--- src/rtl/countdown_pkg.sv ---
// countdown_pkg: shared types and constants for the countdown timer.
package countdown_pkg;

  typedef enum logic {
    IDLE = 1'b0,
    RUN  = 1'b1
  } state_t;

  localparam int COUNTDOWN_WIDTH = 8;

  // Reset value and terminal-count compare reference.
  localparam logic [COUNTDOWN_WIDTH-1:0] COUNT_ZERO = '0;

endpackage

--- src/rtl/countdown_timer.sv ---
// countdown_timer: loadable down-counter with valid/ready load handshake,
// enable-gated decrement, abort, and a registered one-cycle expiry pulse.
// Optional feature macro: COUNTDOWN_AUTO_RELOAD_EN -- when defined, the
// terminal decrement reloads the last loaded value and the timer keeps
// running, giving a periodic expiry until aborted.
module countdown_timer
  import countdown_pkg::*;
#(
  parameter int WIDTH = COUNTDOWN_WIDTH
) (
  input  logic             clk,
  input  logic             reset_n,
  input  logic             load_valid,
  input  logic [WIDTH-1:0] load_value,
  output logic             load_ready,
  input  logic             enable,
  input  logic             abort,
  output logic [WIDTH-1:0] count,
  output logic             busy,
  output logic             expired
);

  localparam logic [WIDTH-1:0] ZERO = WIDTH'(COUNT_ZERO);
  localparam logic [WIDTH-1:0] ONE  = WIDTH'(1);

  state_t           state_q, state_d;
  logic [WIDTH-1:0] count_q, count_d;
  logic [WIDTH-1:0] reload_q, reload_d;
  logic             busy_d;
  logic             expired_q, expired_d;

  // Handshake is purely a function of the current state.
  assign load_ready = (state_q == IDLE);

  assign count   = count_q;
  assign expired = expired_q;

  // State, count, reload and output registers; async reset to idle/zero.
  always_ff @(posedge clk or negedge reset_n) begin
    if (!reset_n) begin
      state_q   <= IDLE;
      count_q   <= ZERO;
      reload_q  <= ZERO;
      busy      <= 1'b0;
      expired_q <= 1'b0;
    end else begin
      state_q   <= state_d;
      count_q   <= count_d;
      reload_q  <= reload_d;
      busy      <= busy_d;
      expired_q <= expired_d;
    end
  end

  // Next-state, next-count and expiry pulse; abort outranks enable.
  always_comb begin
    state_d   = state_q;
    count_d   = count_q;
    reload_d  = reload_q;
    expired_d = 1'b0;
    unique case (state_q)
      IDLE: begin
        if (load_valid) begin
          if (load_value != ZERO) begin
            count_d  = load_value;
            reload_d = load_value;
            state_d  = RUN;
          end else begin
            // Zero load expires immediately without entering RUN.
            expired_d = 1'b1;
          end
        end
      end
      RUN: begin
        if (abort) begin
          count_d = ZERO;
          state_d = IDLE;
        end else if (enable) begin
          if (count_q <= ONE) begin
            expired_d = 1'b1;
`ifdef COUNTDOWN_AUTO_RELOAD_EN
            count_d = reload_q;
`else
            count_d = ZERO;
            state_d = IDLE;
`endif
          end else begin
            count_d = count_q - ONE;
          end
        end
      end
      default: begin
        state_d = IDLE;
        count_d = ZERO;
      end
    endcase
    busy_d = (state_d == RUN);
  end

endmodule

--- config.mk ---
export PLATFORM = sky130hd
export DESIGN_NAME = countdown_timer
export DESIGN_NICKNAME = d
export VERILOG_FILES = /design/src/rtl/countdown_pkg.sv /design/src/rtl/countdown_timer.sv
export SDC_FILE = /design/constraint.sdc
export NUM_CORES = 1
export LEC_CHECK = 0
export CORE_MARGIN = 3
export CORE_UTILIZATION = 43
export DETAILED_ROUTE_END_ITERATION = 12
export GPL_ROUTABILITY_DRIVEN = 0
export GPL_TIMING_DRIVEN = 0
export HOLD_SLACK_MARGIN = 0.12
export PLACE_DENSITY = 0.77
export SETUP_SLACK_MARGIN = 0.3
export SYNTH_ARGS = -nofsm -noshare
export SYNTH_HDL_FRONTEND = slang
export SYNTH_SLANG_ARGS = --single-unit
--- constraint.sdc ---
create_clock -name clk -period 2.52 [get_ports clk]
set_input_delay 0.252 -clock clk [delete_from_list [all_inputs] [get_ports clk]]
set_output_delay 0.252 -clock clk [all_outputs]
set_load 0.01 [all_outputs]
==> qor.yml <==
outcome:
  status: "finished, final reports clean"
synthesis:
  synth_ff_type: "dfrtp_1"
  synth-simple-area-share: 0.226
  synth_compound_area_frac: 0.301
  synth-async-reset-ratio: 1.00
  synth.cell_area_um2: 666
  synth.most_common_cell: "dfrtp_1"
  synth_area_leader_cell: "dfrtp_1"
  synth_top_area_frac: 0.376
  yosysWarnings: 0
  synth-xor-area-share: 0
  synth_cell_types: 32
  synth-edff-count: 0
  syn_inst: 70
  synthTopCellsByCount: "10 x dfrtp_1, 5 x nor4_1, 5 x o21ai_0, 5 x o2bb2ai_1"
  ys_top_cells_by_area: "dfrtp_1 38%, o2bb2ai_1 6.6%, nor4_1 4.7%, ha_1 3.8%, o21ai_0 3.8%"
  synth_fp_nets: 85
  seq_area_frac_synth: 0.376
  synth_top_family_by_area: "compound AO/OA/AOI/OAI gates"
  synth_fa_ha_area_frac: 0.0376
  avgSynthCellArea_um2: 9.51
  yosys-mux-area-fraction: 0.0320
  ys_ff_latch: 10
setup_path:
  startpoint_type: "flop"
  r2r_slack_ns: 0.40
  critPathKind: "flop to flop"
  critPathMaxFanout: 5
  rr_endpoint: "count[6]"
  critical_path_arrival_ns: 2.27
  required_ns: 2.67
  endpoint_kind: "flop"
  r2r_cells: 6
  r2r_start: "count[1]"
grt:
  grt_max_degree: 11
  antenna_found_initial: 0
  grt_pass1_vias: 619
  gr-total-overflow: 0
  grt_pass1_wl_um: 2730
  grt.total_usage: 0.191
cts:
  hold_buffers: 0
  clk_path_buf_depth: 2
  cts_tree: "done"
  clk_pin_slew_ns: 0.06
  cts_root_buf: "clkbuf_4"
  clk_latency_ns: 0.27
  post-cts-setup-buffer-count: 0
  htreeDepth: 1
  cts_inserted_buffers: 3
  cts_sinks: 10
final_layout:
  layout.nets: 113
  layoutNonFillerInstCount: 111
  seqCellArea_um2: 250
  multi_input_area_um2: 404
  diodes: 0
  n_fill_cell: 127
  area_delta_synth_final_pct: 41.9
  drive_gt1_frac: 0.115
sta:
  rsz0062_at_grt: "no"
  period_share: 0.839
  drv_slew: 0
  finalSetupViolations: 0
  fin_crit_ns: 2.12
  worstMarginPinSlew_ns: 0.567
  hold_violations: 0
  fmax_mhz: 473
  skew_ns: 0.00581
  final.setup.tns_ns: 0
  relSlewSlack: 0.622
detailed_routing:
  route.vias.total: 718
  drtAntennaViolNets: 0
  wl_met1_um: 751
  wl_met2_um: 844
  wire_per_inst_um: 16.3
  wirelength_um: 1810
  wl_met3_um: 188
  highest_layer: "met4"
  drc: 0
  vias_per_cell: 6.47
  drt_iter0_markers: 26
  first_pass_iters: 4
placement:
  dpl.cell_count: 108
  io_buffers: 23
  hpwlAfterDp_um: 1370
die:
  die_width_um: 45.3
  pin_count: 24
  start_util: 0.481
  num_rows: 13
  core_area_um2: 1380
  die_height_um: 45.3
  die-area_um2: 2060
pwr:
  leakage_nw: 0.372
  ir_drop_mv: 0.606
  powerDensity_nw_per_um2: 1030
min_path:
  worstHoldPathType: "input pin to async pin"
job:
  drv_cap: 0
-- power by group --
part           internal (mW)  switching [mW]
Combinational          0.289           0.242
Clock                 0.0552          0.0533
Sequential             0.223           0.106
Total                  0.567           0.402
-- sequential cells by signal, indices dropped and copies added, names as in the netlist --
name	cells
expired	1
state_q	1
count	8
-- worst max-delay path: stages, from the launching register on --
cell	delay [ns]
dfrtp_1	0.43
inv_1	0.12
ha_1	0.24
or3b_2	0.51
o311ai_1	0.28
o21ai_0	0.14
a211o_1	0.28
-- cell families (layout without fill, tap and decap cells) --
kind of cell,Yosys count,count (layout)
mux,2,2
flops,10,10
simple gates,24,24
buf+inv,5,31
fa+ha+maj,2,2
compound gates,27,27
-- area by class of cell --
type,count,share of cell area
sequential,10,0.265
timing repair buffer,23,0.244
inverter,5,0.0199
multi-input combinational,55,0.428
tap,15,0.0199
clock buffer,3,0.0238
-- repair_timing --
item / CTS / global route
hold endpoints to repair: 0 / 0
resized for setup: 0 / 3
endpoints found under the setup margin: 0 / 2
-- routing by layer --
layer	GRT usage	up-vias
li1	-	335
met5	0	-
met2	0.288	42
met4	0.0877	0
met3	0.0757	5
met1	0.237	336
-- stage by stage --
| step | setup WS (ns) | hold slack, ns | power (mW) | area, um^2 | util |
|---|---|---|---|---|---|
| detailed placement | 0.118 | 0.537 | 0.844 | 915 | 0.662 |
| CTS | 0.360 | 0.305 | 0.961 | 937 | 0.678 |
| floorplan | 0.564 | -0.0436 | 0.613 | 666 | - |
| global placement | 0.0779 | 0.532 | 0.837 | 915 | 0.662 |
| finish | 0.405 | 0.301 | 0.968 | 945 | 0.683 |
| global route | 0.330 | 0.311 | 1.04 | 945 | 0.683 |
-- worst max-delay path by stage --
stage                       start  slack, ns       end
finish                   count[1]       0.40  count[6]
CTS                      count[1]       0.36  count[6]
floorplan                count[1]       0.56  count[6]
global route             count[1]       0.33  count[6]
global placement    load_value[2]       0.08  count[0]
detailed placement  load_value[2]       0.12  count[0]
-- layout by cell type (no fill, tap or decap), drive strengths merged, types with 3 or more instances in the layout --
cell type | netlist | routed
or3 | 3 | 3
clkbuf | 0 | 3
o21ai | 5 | 5
o2bb2ai | 5 | 5
dfrtp | 10 | 10
nor4 | 5 | 5
nand2 | 3 | 3
inv | 4 | 4
nor2 | 4 | 4
o22ai | 3 | 3
clkdlybuf4s50 | 0 | 23
Power figures use the tool's default switching activity.
